**src/rtl/a2owb_arb_if.sv**
```systemverilog
// Bus bundle between the a2owb arbiter, its requesting masters and the shared Wishbone slave.
// The arbiter uses the master modport (it masters the wb_* side); the environment uses slave.
interface a2owb_arb_if #(
    parameter int NUM_M = 2
);
    logic [NUM_M-1:0]    m_cyc;
    logic [NUM_M-1:0]    m_stb;
    logic [NUM_M-1:0]    m_we;
    logic [32*NUM_M-1:0] m_adr;
    logic [4*NUM_M-1:0]  m_sel;
    logic [32*NUM_M-1:0] m_datw;
    logic [NUM_M-1:0]    m_ack;
    logic [NUM_M-1:0]    m_err;
    logic [31:0]         m_datr;

    logic                wb_cyc;
    logic                wb_stb;
    logic                wb_we;
    logic [31:0]         wb_adr;
    logic [3:0]          wb_sel;
    logic [31:0]         wb_datw;
    logic                wb_ack;
    logic [31:0]         wb_datr;

    modport master (
        input  m_cyc, m_stb, m_we, m_adr, m_sel, m_datw, wb_ack, wb_datr,
        output m_ack, m_err, m_datr, wb_cyc, wb_stb, wb_we, wb_adr, wb_sel, wb_datw
    );

    modport slave (
        output m_cyc, m_stb, m_we, m_adr, m_sel, m_datw, wb_ack, wb_datr,
        input  m_ack, m_err, m_datr, wb_cyc, wb_stb, wb_we, wb_adr, wb_sel, wb_datw
    );
endinterface

```
**src/rtl/a2owb_arb.sv**
```systemverilog
// Round-robin Wishbone arbiter: grants the shared wb_* port to one requester for a whole
// wb_cyc, and a watchdog aborts strobes the slave never acknowledges.
module a2owb_arb #(
    parameter int NUM_M   = 2,
    parameter int TIMEOUT = 255
) (
    input  logic        clk_1x,
    input  logic        rst,
    a2owb_arb_if.master bus,
    output logic [31:0] status
);

    typedef enum logic [1:0] {
        IDLE = 2'd0,
        BUS  = 2'd1,
        TERM = 2'd2
    } state_e;

    localparam logic [15:0] WD_LAST = (TIMEOUT > 0) ? 16'(TIMEOUT - 1) : 16'd0;

    state_e      state_q, state_d;
    logic [1:0]  gnt_q, gnt_d;
    logic [1:0]  ptr_q, ptr_d;
    logic [15:0] wd_q, wd_d;
    logic [7:0]  tocnt_q, tocnt_d;
    logic        found;
    int          pickIdx;

    always_ff @(posedge clk_1x) begin
        if (rst) begin
            state_q <= IDLE;
            gnt_q   <= 2'd0;
            ptr_q   <= 2'd0;
            wd_q    <= 16'd0;
            tocnt_q <= 8'd0;
        end else begin
            state_q <= state_d;
            gnt_q   <= gnt_d;
            ptr_q   <= ptr_d;
            wd_q    <= wd_d;
            tocnt_q <= tocnt_d;
        end
    end

    always_comb begin
        state_d      = state_q;
        gnt_d        = gnt_q;
        ptr_d        = ptr_q;
        wd_d         = wd_q;
        tocnt_d      = tocnt_q;
        found        = 1'b0;
        pickIdx      = 0;
        bus.wb_cyc   = 1'b0;
        bus.wb_stb   = 1'b0;
        bus.wb_we    = 1'b0;
        bus.wb_adr   = 32'd0;
        bus.wb_sel   = 4'd0;
        bus.wb_datw  = 32'd0;
        bus.m_ack    = '0;
        bus.m_err    = '0;

        case (state_q)
            IDLE: begin
                wd_d = 16'd0;
                // Search starts at ptr so the most recently served master goes last.
                for (int i = 0; i < NUM_M; i++) begin
                    pickIdx = (int'(ptr_q) + i) % NUM_M;
                    if (!found && bus.m_cyc[pickIdx]) begin
                        found   = 1'b1;
                        gnt_d   = 2'(pickIdx);
                        ptr_d   = 2'((pickIdx + 1) % NUM_M);
                        state_d = BUS;
                    end
                end
            end

            BUS: begin
                bus.wb_cyc         = bus.m_cyc[gnt_q];
                bus.wb_stb         = bus.m_stb[gnt_q];
                bus.wb_we          = bus.m_we[gnt_q];
                bus.wb_adr         = bus.m_adr[32*int'(gnt_q) +: 32];
                bus.wb_sel         = bus.m_sel[4*int'(gnt_q) +: 4];
                bus.wb_datw        = bus.m_datw[32*int'(gnt_q) +: 32];
                bus.m_ack[gnt_q]   = bus.wb_ack & bus.m_stb[gnt_q];

                if (!bus.m_cyc[gnt_q]) begin
                    state_d = IDLE;
                    wd_d    = 16'd0;
                end else if (bus.m_stb[gnt_q] && !bus.wb_ack) begin
                    // An ack in the expiry cycle takes the other branch, so ack always wins.
                    if (TIMEOUT != 0 && wd_q == WD_LAST) begin
                        bus.m_err[gnt_q] = 1'b1;
                        tocnt_d          = (tocnt_q == 8'hFF) ? tocnt_q : tocnt_q + 8'd1;
                        wd_d             = 16'd0;
                        state_d          = TERM;
                    end else begin
                        wd_d = (TIMEOUT != 0) ? wd_q + 16'd1 : 16'd0;
                    end
                end else begin
                    wd_d = 16'd0;
                end
            end

            TERM: begin
                if (!bus.m_cyc[gnt_q]) begin
                    state_d = IDLE;
                end
            end

            default: begin
                state_d = IDLE;
            end
        endcase
    end

    assign bus.m_datr = bus.wb_datr;

    assign status = {(state_q != IDLE), 5'd0, gnt_q, 8'd0, 6'd0, ptr_q, tocnt_q};

endmodule

```
**src/flat_wrapper.sv**
```systemverilog
// flat-port wrapper written by rule: the top's interface ports become plain ports
module a2owb_arb_flat 
#(
    parameter int NUM_M   = 2,
    parameter int TIMEOUT = 255
)
  (clk_1x, rst, status, bus_m_cyc, bus_m_stb, bus_m_we, bus_m_adr, bus_m_sel, bus_m_datw, bus_wb_ack, bus_wb_datr, bus_m_ack, bus_m_err, bus_m_datr, bus_wb_cyc, bus_wb_stb, bus_wb_we, bus_wb_adr, bus_wb_sel, bus_wb_datw);
  a2owb_arb_if #(.NUM_M(NUM_M)) bus_i ();
  input  logic clk_1x;
  input  logic rst;
  output logic [31:0] status;
  input wire logic [$bits(bus_i.m_cyc)-1:0] bus_m_cyc;
  input wire logic [$bits(bus_i.m_stb)-1:0] bus_m_stb;
  input wire logic [$bits(bus_i.m_we)-1:0] bus_m_we;
  input wire logic [$bits(bus_i.m_adr)-1:0] bus_m_adr;
  input wire logic [$bits(bus_i.m_sel)-1:0] bus_m_sel;
  input wire logic [$bits(bus_i.m_datw)-1:0] bus_m_datw;
  input wire logic [$bits(bus_i.wb_ack)-1:0] bus_wb_ack;
  input wire logic [$bits(bus_i.wb_datr)-1:0] bus_wb_datr;
  output wire logic [$bits(bus_i.m_ack)-1:0] bus_m_ack;
  output wire logic [$bits(bus_i.m_err)-1:0] bus_m_err;
  output wire logic [$bits(bus_i.m_datr)-1:0] bus_m_datr;
  output wire logic [$bits(bus_i.wb_cyc)-1:0] bus_wb_cyc;
  output wire logic [$bits(bus_i.wb_stb)-1:0] bus_wb_stb;
  output wire logic [$bits(bus_i.wb_we)-1:0] bus_wb_we;
  output wire logic [$bits(bus_i.wb_adr)-1:0] bus_wb_adr;
  output wire logic [$bits(bus_i.wb_sel)-1:0] bus_wb_sel;
  output wire logic [$bits(bus_i.wb_datw)-1:0] bus_wb_datw;
  assign bus_i.m_cyc = bus_m_cyc;
  assign bus_i.m_stb = bus_m_stb;
  assign bus_i.m_we = bus_m_we;
  assign bus_i.m_adr = bus_m_adr;
  assign bus_i.m_sel = bus_m_sel;
  assign bus_i.m_datw = bus_m_datw;
  assign bus_i.wb_ack = bus_wb_ack;
  assign bus_i.wb_datr = bus_wb_datr;
  assign bus_m_ack = bus_i.m_ack;
  assign bus_m_err = bus_i.m_err;
  assign bus_m_datr = bus_i.m_datr;
  assign bus_wb_cyc = bus_i.wb_cyc;
  assign bus_wb_stb = bus_i.wb_stb;
  assign bus_wb_we = bus_i.wb_we;
  assign bus_wb_adr = bus_i.wb_adr;
  assign bus_wb_sel = bus_i.wb_sel;
  assign bus_wb_datw = bus_i.wb_datw;
  a2owb_arb #(.NUM_M(NUM_M), .TIMEOUT(TIMEOUT)) u_core (.clk_1x(clk_1x), .rst(rst), .bus(bus_i), .status(status));
endmodule
```
**config.mk**
```make
export PLATFORM = sky130hd
export DESIGN_NAME = a2owb_arb_flat
export DESIGN_NICKNAME = d
export VERILOG_FILES = /design/src/rtl/a2owb_arb_if.sv /design/src/rtl/a2owb_arb.sv /design/src/flat_wrapper.sv
export SDC_FILE = /design/constraint.sdc
export NUM_CORES = 1
export LEC_CHECK = 0
export ABC_AREA = 1
export CAP_MARGIN = 10
export CORE_MARGIN = 10
export CORE_UTILIZATION = 30
export DETAILED_ROUTE_END_ITERATION = 10
export PLACE_DENSITY = 0.83
export SLEW_MARGIN = 20
export SYNTH_ARGS = -nofsm -noshare
export SYNTH_HDL_FRONTEND = slang
export SYNTH_SLANG_ARGS = --single-unit
export TNS_END_PERCENT = 30
```
**constraint.sdc**
```tcl
create_clock -name clk_1x -period 1.6 [get_ports clk_1x]
set_input_delay 0.16 -clock clk_1x [delete_from_list [all_inputs] [get_ports clk_1x]]
set_output_delay 0.16 -clock clk_1x [all_outputs]
set_load 0.01 [all_outputs]
```
==> reports/results.tsv, run 1 <==
stage	metric	value	unit
run_status	status	finished, violations left	
run_status	failing checks	negative setup slack	
placement	pre-CTS WS	-401	ps
clocking	CTS root buf	clkbuf_8	
sta	fin crit share	1.07	
floorplan	Core Area	10200	um2
critical_path	CP delay by family, top	simple AND/OR/NAND/NOR gates	
finish	share of cells above drive strength 1	0.321	
logic_synthesis	dominant cells by area after synthesis	nand2_1 (26%), dfxtp_1 (18%), a21oi_1 (14%)	
worst_hold_path	hold path startpoint	bus_wb_datr[15]	
grt	vias in the first global route	4196	
sta	final setup margin	-109	ps
route	via density per instance	4.75	
floorplan	Die X	122	um
finish	sequential cell area	581	um2
critical_path	CP Launch Type	flop	
floorplan	die height	122	um
finish	nets	1002	
sta	hold slack	320	ps
sta	Slew Limit Fails	0	
finish	Multi-input gate area	2380	um2
placement	input/output buffers	230	
flow_run	Max Cap Viol	0	
sta	FMAX	585	MHz
finish	Area Overhead vs Synth	94.3	%
grt	largest net degree at the start of global routing	26	
finish	Fillers	945	
floorplan	Initial Util	0.305	
placement	area post-placement	5660	um2
logic_synthesis	ys async rst share	0	
clocking	CTS tree	built	
route	vias post-DR	4540	
logic_synthesis	Warnings, synthesis	0	
logic_synthesis	Yosys reg bits	28	
critical_path	Crit-path slowest cell	dfxtp_4	
clocking	clock buffer count from CTS	3	
power	peak supply drop	431	uV
logic_synthesis	cells after synthesis	563	
placement	GPL Wtd Cong	0.926	
critical_path	crit path DAT	1920	ps
critical_path	critical path's most frequent cell	nand2_8	
floorplan	# IOs	316	
grt	global route total overflow	0	
critical_path	Critical path origin	u_core.gnt_q[0]	
grt	Total GRT Usage	0.210	
critical_path	worst path bufs/invs	3	
critical_path	RR Startpoint	u_core.gnt_q[0]	
route	DRC	0	
placement	Post-DP HPWL	13700	um
sta	Rel. slew slack	0.565	
grt	first-pass GRT wire length	24700	um
worst_hold_path	Hold Crit Class	in -> out	
clocking	Clk Latency, worst-skew pair	280	ps
logic_synthesis	Yosys top cell area share	0.259	
sta	clock skew	6.37	ps
logic_synthesis	Synth Flop Type	dfxtp_1	
sta	fin crit period	1710	ps
sta	Setup TNS	-815	ps
power	Lkg Pwr	2.72	nW
logic_synthesis	Post-synth top cells	nand2_1 (215), a21oi_1 (88), buf_4 (53)	
sta	RSZ-0062 raised after global routing	yes	
logic_synthesis	Synth area leader	nand2_1	
clocking	CTS max path bufs	2	
floorplan	Core Rows	37	
clocking	# hold bufs at CTS	0	
critical_path	slowest cell delay on critical path	440	ps
logic_synthesis	most frequent cell after synthesis	nand2_1	
sta	measured slew at the worst slew-check pin	649	ps
route	post-route ant nets	0	
logic_synthesis	Yosys cell types	33	
power	PD cells	534	nW/um2
logic_synthesis	Seq/Total Area, Yosys	0.180	
grt	initial antenna violation count	1	
sta	final setup vio count	22	
clocking	Clock Sinks	28	
clocking	CTS H-tree lvls	1	
route	Iteration-0 DRC Markers	260	
critical_path	Worst Setup Path Type	reg -> reg	
critical_path	crit path capture type	flop	
critical_path	Worst EP required	1810	ps
route	DRT Pass-1 Iters	5	
logic_synthesis	EDFF count, synth	0	
floorplan	die area	14900	um2
logic_synthesis	Post-Syn Area	3120	um2
critical_path	Crit Path Max Fanout	5	
finish	final core occ	0.593	
route	wire length per cell	18.5	um
sta	endpoints failing hold	0	
clocking	clock-pin slew on the worst setup and hold paths	100	ps
logic_synthesis	syn_area_per_cell	5.54	um2
finish	design area	6070	um2
route	Detailed Route WL	17700	um
critical_path	CP Cell Sequence	buf_6 > buf_12 > nand2_4 > o21ai_4 > nand2_4 > buf_6 > nor2_8 > nand2_8 > nand2_8 > nand2_8 > nor3b_2	
## final timing paths
kind	end	slack (ps)	depth (start not counted)
max reg2reg	u_core.wd_q[6]	-110	11
min reg2reg	u_core.tocnt_q[7]	530	2
min	bus_m_datr[15]	320	0
max	u_core.wd_q[6]	-110	11
## per-stage QoR
stage / std cells / power (mW)
2_1_floorplan: 583 / 1.64
6_report: 956 / 3.24
3_3_place_gp: 928 / 2.73
3_5_place_dp: 928 / 2.74
4_1_cts: 946 / 3.12
5_1_grt: 955 / 3.43
## cells by family after synthesis
family,count (synthesis),share of synthesized area
simple gates,314,0.428
buf+inv,111,0.198
compound gates,101,0.166
flops,28,0.180
xor+xnor,4,0.0112
fa+ha+maj,4,0.0160
other cells,1,0.00120
## final cells by class
class / count / share of cell area
Sequential cell: 28 / 0.0957
Inverter: 34 / 0.0235
Timing Repair Buffer: 309 / 0.453
Tap cell: 136 / 0.0280
Antenna cell: 1 / 0.000412
Clock buffer: 3 / 0.00681
Multi-Input combinational cell: 445 / 0.392
## where the power goes
part	switching, mW	internal [mW]
Sequential	0.0256	0.711
Combinational	1.08	1.03
Clock	0.222	0.170
## state kept, by name (all words and copies together) (netlist names)
signal	cells
u_core.gnt_q	1
u_core.ptr_q	1
u_core.state_q	2
u_core.tocnt_q	8
u_core.wd_q	16
## worst reg2reg max path: cells and delay by family, from the launching register on
kind            cells  cell delay (ps)
compound gates      1               80
buf+inv             3              350
flops               1              440
simple gates        7              750
## layout by cell type, fill, tap and decap left out, types with 2 or more instances in the layout
cell type	count
nand4_1	10
buf_12	9
clkinv_1	2
nor2_2	12
clkdlybuf4s15_2	6
nand2_1	202
a21oi_2	26
o21ai_0	6
ha_1	2
nor3_1	6
buf_2	66
clkbuf_8	3
nand2_4	4
nand3_4	2
dfxtp_2	10
nor2_4	6
nand2_8	4
nor2_1	33
nand2_2	11
o21ai_2	2
nand3_1	10
buf_6	10
conb_1	21
inv_1	22
dlygate4sd2_1	2
nand3_2	5
dfxtp_4	2
buf_4	60
inv_2	7
xor2_1	2
clkdlybuf4s50_1	153
buf_16	2
xnor2_1	2
a21oi_1	62
nor3_2	5
dfxtp_1	16
## what timing repair did
action	4_1_cts	5_1_grt
pin swaps	7	48
endpoints found under the setup margin	79	84
buffers inserted	13	13
resized for setup	316	117
gates cloned	2	1
## layer usage
metal	vias to the layer above	wire, um	track usage
met5	-	0	0.00329
met4	0	328	0.0462
met3	20	1840	0.0754
met2	187	8840	0.362
met1	2078	6690	0.242
li1	2255	-	-
Note: power is estimated with default switching activity, not from simulation.
==> run 2, diff against run 1 <==
--- a/config.mk
+++ b/config.mk
@@ -10,6 +10,7 @@
 export CORE_MARGIN = 10
 export CORE_UTILIZATION = 30
 export DETAILED_ROUTE_END_ITERATION = 10
+export MAX_ROUTING_LAYER = met4
 export PLACE_DENSITY = 0.83
 export SLEW_MARGIN = 20
 export SYNTH_ARGS = -nofsm -noshare
==> run 2 against run 1 <==
  * The run still ends with negative setup slack left
  * Wire length down 0.57%
  * Setup slack better by 47 ps
  * Sequential cell count is the same
  * Power increased by 0.63%
  * Sequential power about the same
  * Non-clock buffer count shrank 16
  * Clock-buffer cell count unchanged
  * Die area unchanged
  * Critical path depth did not move
  * First-iteration DRC count up 44%
  * Critical path type unchanged
==> reports/results.tsv, run 2 (synthesized netlist as in run 1, its figures left out) <==
stage	metric	value	unit
run_status	status	finished, violations left	
run_status	failing checks	negative setup slack	
sta	fin crit share	1.04	
route	via density per instance	4.83	
sta	clock skew	2.00	ps
floorplan	# IOs	316	
route	DRT Pass-1 Iters	5	
grt	first-pass GRT wire length	24700	um
placement	area post-placement	5630	um2
sta	final setup vio count	7	
finish	Non-Filler Instances	940	
critical_path	Worst Setup Path Type	reg -> reg	
clocking	Clk Latency, worst-skew pair	270	ps
grt	met1 usage	0.248	
worst_hold_path	hold path startpoint	bus_wb_datr[15]	
finish	most frequent cells in the layout	nand2_1 (206), clkdlybuf4s50_1 (153), buf_2 (65), a21oi_1 (58), buf_4 (47)	
clocking	Clock Sinks	28	
floorplan	die height	122	um
finish	design area	5850	um2
finish	Most flops, register	u_core.wd_q	
route	wire length per cell	18.7	um
flow_run	Max Cap Viol	0	
sta	fin crit period	1660	ps
sta	hold slack	320	ps
critical_path	reg2reg end	u_core.wd_q[6]	
finish	max reg flops	16	
clocking	clock buffer count from CTS	3	
placement	GPL Wtd Cong	0.928	
worst_hold_path	Cells on Worst Hold Path	0	
critical_path	Critical path origin	u_core.gnt_q[0]	
route	DRC	0	
grt	vias in the first global route	4138	
power	peak supply drop	396	uV
critical_path	Worst EP required	1810	ps
grt	met2 Use GR	0.355	
sta	final setup margin	-62.6	ps
finish	nets	986	
clocking	CTS H-tree lvls	1	
grt	Total GRT Usage	0.215	
grt	most used routing layer	met2	
sta	Rel. slew slack	0.655	
sta	endpoints failing hold	0	
critical_path	r2r setup slk	-60	ps
grt	M3 GR Usage	0.0666	
route	post-route ant nets	0	
placement	input/output buffers	230	
grt	initial antenna violation count	1	
floorplan	Die X	122	um
power	PD cells	557	nW/um2
floorplan	Core Area	10200	um2
finish	Largest regs	u_core.wd_q: 16 flops, u_core.tocnt_q: 8 flops, u_core.state_q: 2 flops	
floorplan	Initial Util	0.305	
critical_path	crit path capture type	flop	
grt	largest net degree at the start of global routing	26	
route	vias post-DR	4542	
floorplan	Core Rows	37	
route	Detailed Route WL	17600	um
sta	Slew Limit Fails	0	
placement	placed insts	924	
clocking	CTS max path bufs	2	
critical_path	CP Launch Type	flop	
finish	Area Overhead vs Synth	87.3	%
power	Lkg Pwr	2.64	nW
clocking	CTS root buf	clkbuf_8	
critical_path	Reg2Reg Depth	11	
critical_path	RR Startpoint	u_core.gnt_q[0]	
critical_path	crit path DAT	1870	ps
clocking	CTS tree	built	
clocking	# hold bufs at CTS	0	
finish	commonest non-fill, non-tap cell in the layout	nand2_1	
floorplan	die area	14900	um2
clocking	clock-pin slew on the worst setup and hold paths	90	ps
sta	measured slew at the worst slew-check pin	514	ps
sta	RSZ-0062 raised after global routing	yes	
route	Iteration-0 DRC Markers	375	
grt	global route total overflow	0	
critical_path	Crit Path Max Fanout	5	
critical_path	CP Capture Point	u_core.wd_q[6]	
finish	share of cells above drive strength 1	0.276	
placement	Post-DP HPWL	13700	um
sta	FMAX	601	MHz
worst_hold_path	Hold Crit Class	in -> out	
[run 2: cell count changes in the layout (fill, tap and decap cells not counted), sizes merged]
cell / previous run / this run
clkbuf: 4 / 10
clkdlybuf4s15: 6 / 1
buf: 147 / 130
[run 2: layer usage]
metal,vias up,share of wire
met3,21,0.098
li1,2218,-
met2,217,0.50
met4,0,0.018
met5,-,0
met1,2086,0.38
[run 2: worst max-delay path, stage by stage, from the launching register on]
cell and delay, ps:
dfxtp_4 430, buf_6 120, buf_12 110, nand2_4 50
o21ai_4 80, nand2_4 70, buf_6 120, nor2_8 150
nand2_8 100, nand2_8 110, nand2_8 90, nor3b_2 170
[run 2: through the flow]
| step | TNS [ps] | util | setup WS, ps | power (mW) |
|---|---|---|---|---|
| after floorplan | 0 | - | 157 | 1.64 |
| after global placement | -6930 | 0.551 | -355 | 2.70 |
| after detailed placement | -8000 | 0.551 | -399 | 2.71 |
| after CTS | -1540 | 0.561 | -122 | 3.22 |
| after global routing | -1660 | 0.571 | -164 | 3.45 |
| final | -198 | 0.571 | -62.6 | 3.26 |
[run 2: how the worst min path moves through the flow]
stage	end	slack, ps
4_1_cts	bus_m_datr[11]	320
3_3_place_gp	bus_m_datr[11]	320
3_5_place_dp	bus_m_datr[11]	320
2_1_floorplan	u_core.ptr_q[0]	400
6_report	bus_m_datr[15]	320
5_1_grt	bus_m_datr[15]	320
[run 2: repair_timing]
item,4_1_cts,5_1_grt
buffers inserted,4,3
resized for setup,293,106
gates cloned,5,2
pin swaps,3,22
endpoints found under the setup margin,93,98
[run 2: area by class of cell]
cell class              instances  area [um2]
flip-flops and latches         28         569
fillers                      1012        4380
diodes                          1        2.50
multi-input cells             445        2300
clock buffers                   3        41.3
well taps                     136         170
inverters                      34         148
repair buffers                293        2620
[run 2: power breakdown]
| group | switching [mW] | internal [mW] |
|---|---|---|
| logic | 1.11 | 1.03 |
| clock network | 0.214 | 0.169 |
| registers | 0.0238 | 0.713 |
==> run 3, diff against run 2 <==
--- a/config.mk
+++ b/config.mk
@@ -10,6 +10,7 @@
 export CORE_MARGIN = 10
 export CORE_UTILIZATION = 30
 export DETAILED_ROUTE_END_ITERATION = 10
+export HOLD_SLACK_MARGIN = 0.15
 export MAX_ROUTING_LAYER = met4
 export PLACE_DENSITY = 0.83
 export SLEW_MARGIN = 20
==> results of run 3 <==
Same layout as run 2: the final DEF is identical, and so are final timing and power.
